**src/rtl/pipeline_hazard_ctrl.sv**
```systemverilog
// pipeline_hazard_ctrl: sequencing for the 5-stage pipeline -- stage enables, flush/bubble,
// ID-stage forwarding selects, a data-memory wait watchdog and saturating debug counters.
module pipeline_hazard_ctrl #(
  parameter int CNT_W   = 16,
  parameter int TIMEOUT = 64
) (
  input  logic             clk,
  input  logic             clrn,
  input  logic [4:0]       id_rs,
  input  logic [4:0]       id_rt,
  input  logic             id_use_rs,
  input  logic             id_use_rt,
  input  logic [4:0]       exe_rn,
  input  logic             exe_wreg,
  input  logic             exe_m2reg,
  input  logic             exe_is_beq,
  input  logic             exe_is_bne,
  input  logic             exe_is_jump,
  input  logic             exe_zero,
  input  logic [4:0]       mem_rn,
  input  logic             mem_wreg,
  input  logic             dmem_req,
  input  logic             dmem_ack,
  output logic             pc_en,
  output logic             if_id_en,
  output logic             id_exe_en,
  output logic             exe_mem_en,
  output logic             mem_wb_en,
  output logic             pc_sel_branch,
  output logic             if_id_flush,
  output logic             id_exe_bubble,
  output logic [1:0]       fwd_a,
  output logic [1:0]       fwd_b,
  output logic             mem_err,
  output logic [CNT_W-1:0] stall_cnt,
  output logic [CNT_W-1:0] flush_cnt,
  output logic [CNT_W-1:0] wait_cnt
);

  localparam int TW = $clog2(TIMEOUT + 1);

  typedef enum logic [0:0] {S_RUN = 1'b0, S_MEM_WAIT = 1'b1} state_t;

  state_t           r_state, w_state_nxt;
  logic [TW-1:0]    r_timer, w_timer_nxt;
  logic             r_mem_err, w_mem_err_nxt;
  logic [CNT_W-1:0] r_stall_cnt, r_flush_cnt, r_wait_cnt;
  logic             w_take, w_lu, w_mwait, w_freeze;
  logic             w_inc_stall, w_inc_flush, w_inc_wait;

  function automatic logic [CNT_W-1:0] sat_inc(input logic [CNT_W-1:0] v, input logic en);
    if (en && !(&v)) return v + {{(CNT_W-1){1'b0}}, 1'b1};
    else             return v;
  endfunction

  // EXE result beats MEM result; a load still in EXE has no data yet, and r0 never forwards.
  function automatic logic [1:0] fwd_sel(input logic [4:0] src, input logic e_w, input logic e_ld,
                                         input logic [4:0] e_rn, input logic m_w, input logic [4:0] m_rn);
    if (e_w && !e_ld && (e_rn != 5'd0) && (e_rn == src))  return 2'b01;
    else if (m_w && (m_rn != 5'd0) && (m_rn == src))       return 2'b10;
    else                                                   return 2'b00;
  endfunction

  assign w_take  = exe_is_jump | (exe_is_beq & exe_zero) | (exe_is_bne & ~exe_zero);
  assign w_lu    = exe_wreg & exe_m2reg & (exe_rn != 5'd0) &
                   ((id_use_rs & (exe_rn == id_rs)) | (id_use_rt & (exe_rn == id_rt)));
  assign w_mwait = dmem_req & ~dmem_ack;
  // Once the watchdog expires the freeze is dropped even though memory is still busy.
  assign w_freeze = w_mwait & ((r_state == S_RUN) | (r_timer < TW'(TIMEOUT)));

  assign mem_err   = r_mem_err;
  assign stall_cnt = r_stall_cnt;
  assign flush_cnt = r_flush_cnt;
  assign wait_cnt  = r_wait_cnt;

  // Next-state and zero-latency stage controls
  always_comb begin
    pc_en         = 1'b1;
    if_id_en      = 1'b1;
    id_exe_en     = 1'b1;
    exe_mem_en    = 1'b1;
    mem_wb_en     = 1'b1;
    pc_sel_branch = 1'b0;
    if_id_flush   = 1'b0;
    id_exe_bubble = 1'b0;
    fwd_a         = 2'b00;
    fwd_b         = 2'b00;
    w_state_nxt   = S_RUN;
    w_timer_nxt   = '0;
    w_mem_err_nxt = r_mem_err;
    w_inc_stall   = 1'b0;
    w_inc_flush   = 1'b0;
    w_inc_wait    = 1'b0;
    if (clrn) begin
      fwd_a = fwd_sel(id_rs, exe_wreg, exe_m2reg, exe_rn, mem_wreg, mem_rn);
      fwd_b = fwd_sel(id_rt, exe_wreg, exe_m2reg, exe_rn, mem_wreg, mem_rn);
      if (w_freeze) begin
        pc_en       = 1'b0;
        if_id_en    = 1'b0;
        id_exe_en   = 1'b0;
        exe_mem_en  = 1'b0;
        mem_wb_en   = 1'b0;
        w_inc_wait  = 1'b1;
        w_state_nxt = S_MEM_WAIT;
        case (r_state)
          S_RUN:      w_timer_nxt = TW'(1);
          S_MEM_WAIT: w_timer_nxt = r_timer + TW'(1);
          default:    w_timer_nxt = TW'(1);
        endcase
      end else begin
        if (w_mwait) w_mem_err_nxt = 1'b1;
        else         w_mem_err_nxt = r_mem_err;
        // A taken branch squashes the ID instruction, so it overrides any load-use stall.
        if (w_take) begin
          pc_sel_branch = 1'b1;
          if_id_flush   = 1'b1;
          id_exe_bubble = 1'b1;
          w_inc_flush   = 1'b1;
        end else if (w_lu) begin
          pc_en         = 1'b0;
          if_id_en      = 1'b0;
          id_exe_bubble = 1'b1;
          w_inc_stall   = 1'b1;
        end else begin
          pc_sel_branch = 1'b0;
        end
      end
    end else begin
      w_state_nxt = S_RUN;
    end
  end

  // State, watchdog timer, sticky error and saturating counters
  always_ff @(posedge clk or negedge clrn) begin
    if (!clrn) begin
      r_state     <= S_RUN;
      r_timer     <= '0;
      r_mem_err   <= 1'b0;
      r_stall_cnt <= '0;
      r_flush_cnt <= '0;
      r_wait_cnt  <= '0;
    end else begin
      r_state     <= w_state_nxt;
      r_timer     <= w_timer_nxt;
      r_mem_err   <= w_mem_err_nxt;
      r_stall_cnt <= sat_inc(r_stall_cnt, w_inc_stall);
      r_flush_cnt <= sat_inc(r_flush_cnt, w_inc_flush);
      r_wait_cnt  <= sat_inc(r_wait_cnt, w_inc_wait);
    end
  end

endmodule

```
**config.mk**
```make
export PLATFORM = sky130hd
export DESIGN_NAME = pipeline_hazard_ctrl
export DESIGN_NICKNAME = d
export VERILOG_FILES = /design/src/rtl/pipeline_hazard_ctrl.sv
export SDC_FILE = /design/constraint.sdc
export NUM_CORES = 1
export LEC_CHECK = 0
export BUFFER_PORTS_ARGS = -buffer_cell sky130_fd_sc_hd__clkbuf_2
export CORE_AREA = 2 2 80 82
export CTS_CLUSTER_DIAMETER = 100
export DETAILED_ROUTE_END_ITERATION = 6
export DIE_AREA = 0 0 82 84
export PLACE_DENSITY = 0.89
export SLEW_MARGIN = 20
export SYNTH_ARGS = -nofsm -noshare
export SYNTH_HDL_FRONTEND = slang
export SYNTH_SLANG_ARGS = --single-unit
```
**constraint.sdc**
```tcl
create_clock -name clk -period 3.25 [get_ports clk]
set_clock_uncertainty 0.05 [all_clocks]
set_input_delay 0.8125 -clock clk [delete_from_list [all_inputs] [get_ports clk]]
set_output_delay 0.8125 -clock clk [all_outputs]
set_load 0.01 [all_outputs]
```
==> summary.txt <==
Outcome: complete, no violations
Postcts setup bufs: 0
Total GRT Usage: 20.4%
Final-stage net count: 434
VDD IR max: 0.399 mV
# hold bufs at CTS: 0
Seq/Total Area, Yosys: 47.3%
Total grt overflow: 0
Final ANT Viol Nets: 0
Max-slew headroom: 58.8%
First-pass GRT wire length: 10900 µm
Worst-path fanout max: 3
Maximum root-to-sink buffer count: 2
Fin crit share: 97.6%
#FFs+latches synth: 57
Post-synthesis cell type count: 44
GPL Wtd Cong: 0.911
Leak pwr: 0.00193 µW
Design Power: 2070 µW
Port Buffers: 93
Die X-Extent: 82 µm
Final WL: 6780 µm
Worst Tran Pin Value: 0.613 ns
Total negative setup slack: 0 ns
Root Buffer: clkbuf_8
Io pins: 94
Ys async rst share: 100%
Reg clk slew, reported paths: 0.06 ns
Per-cell routed wire length: 14.2 µm
DR vias: 2550
Syn nets: 329
YS warnings: 0
Mapped Cells: 292
Dominant synthesized flop cell: dfrtp_1
Worst Hold Slack: 0.283 ns
CTS tree: built
Ranking of synthesized cells by area: dfrtp_1 (47%), xnor2_1 (11%), xor2_1 (8.7%)
Worst-Skew Late Latency: 0.33 ns
Hold Crit Class: in2async
Yosys top cell by area: dfrtp_1
Minimum clock period: 3.17 ns
Vias per std cell: 5.32
Antenna fix cells: 0
Area share of the largest cell type after synthesis: 47.3%
Iteration count of the initial detailed-routing pass: 4
Fin. max-slew vios: 0
H-tree Lvls: 3
Filler cells: 493
CP Launch Type: input pin
Total die area: 6890 µm²
Placed cell areas: 3580 µm²
Finished Cell Area: 3860 µm²
Synth Cell Area: 3010 µm²
Clock sink total: 57
CP Capture Type: output port
# rows: 29
Fmax: 315 MHz
Mapped Avg Cell Area: 10.3 µm²
Core box area: 6100 µm²
Setup-failing EPs final: 0
Vias in the first global route: 2494
Largest net degree at the start of global routing: 25
Dpl hpwl: 5170 µm
# Max-Cap Violations: 0
Num CTS Buffers: 9
PwrDens: 536 nW/µm²
Area delta synth->final: 28.1%
Layout cells sized above 1: 32.6%
DRC errors left: 0
Initial Utilization: 49.4%
Antenna violations before repair: 0
Critical path class: in2out
Initial drt markers: 75
Final Hold Viols: 0
CP arrival: 2.31 ns
Die H: 84 µm
EDFF count, synth: 0
WP data required: 2.39 ns
-- layer usage --
| layer | part of all wire [%] | vias up | global-route usage [%] |
|---|---|---|---|
| li1 | - | 1223 | - |
| met1 | 43 | 1220 | 25.9 |
| met2 | 50 | 91 | 32.8 |
| met3 | 5.1 | 16 | 5.09 |
| met4 | 1.8 | 0 | 8.48 |
| met5 | 0 | - | 0 |
-- cell type report --
type	count	area [µm²]	area share, %
Inverter	10	37.5	0.972
Sequential cell	57	1430	37.0
Timing Repair Buffer	100	518	13.4
Clock inverter	6	130	3.37
Clock buffer	10	128	3.31
Multi-Input combinational cell	219	1520	39.5
Tap cell	77	96.3	2.50
-- metrics by stage --
stage               setup slack (ns)  utilization [%]  cells
global placement              0.0596             58.8    463
CTS                           0.0392             63.0    479
global route                -0.00404             63.3    479
floorplan                      0.134                -    292
detailed placement            0.0411             58.8    463
finish                        0.0770             63.3    479
-- registers in the layout, indices dropped and copies added (netlist names) --
register and count:
r_state 1, mem_err 1, stall_cnt 16, r_timer 7, wait_cnt 16, flush_cnt 16
-- placed cells by master (no fill, tap or decap), drive strengths merged, types with 2 or more instances in the layout --
cell type  count
a211oi         3
a21oi          7
and3          10
and4           2
buf            8
bufinv         4
clkbuf       102
clkinv         2
dfrtp         57
ha             4
inv           10
mux2           3
nand2         21
nand2b         3
nand3         29
nand4          9
nor2          22
nor3          10
nor4           7
o211ai         2
o21ai          2
or3            2
or4            2
xnor2         38
xor2          30
-- synthesized netlist by cell type (3+ instances only) --
master	count
xnor2_1	38
nor3_1	9
xor2_1	30
nor2_1	22
inv_1	10
nand4_1	9
nand3_1	29
a21oi_1	7
dfrtp_1	57
buf_4	4
nand2b_1	3
nand2_1	21
nor4_1	6
and3_1	10
ha_1	4
-- path summary, 6_finish.rpt --
kind	startpoint	to	slack, ns	cells past startpoint
min in group clk	flush_cnt[7]$_DFFE_PN0P_	flush_cnt[7]$_DFFE_PN0P_	0.44	1
worst min-delay path	clrn	r_timer[6]$_DFF_PN0_	0.28	1
worst min register to register	flush_cnt[7]$_DFFE_PN0P_	flush_cnt[7]$_DFFE_PN0P_	0.44	1
max in group asynchronous	clrn	flush_cnt[14]$_DFFE_PN0P_	2.30	2
worst max-delay path	exe_rn[0]	if_id_en	0.08	8
worst max register to register	stall_cnt[0]$_DFFE_PN0P_	stall_cnt[10]$_DFFE_PN0P_	0.86	7
-- timing repair --
action,CTS,global route
endpoints found under the hold margin,0,0
setup endpoints to repair,0,2
resized for setup,0,5
-- power breakdown --
part | switching, µW | internal, µW | total (µW)
Clock | 277 | 585 | 861
Combinational | 168 | 155 | 323
Sequential | 106 | 781 | 887
Total | 550 | 1520 | 2070
-- worst max-delay path, stage by stage --
cell and delay [ns]:
clkbuf_2 0.12, xnor2_1 0.18, nand3_1 0.12, or3_4 0.40
a21o_1 0.20, nor4_2 0.22, nor2_1 0.11, buf_2 0.15
-- kinds of logic (layout without fill, tap and decap cells) --
logic type,count (synthesis),in the layout,share of synthesized area [%]
AOI/OAI and AO/OA,22,22,5.65
and+or+nand+nor,122,122,21.6
xor gates and xnor gates,68,68,19.8
muxes,3,3,1.25
buffers and inverters,16,126,2.74
adders and majority gates,4,4,1.66
DFF,57,57,47.3
(Power assumes the default switching activity.)
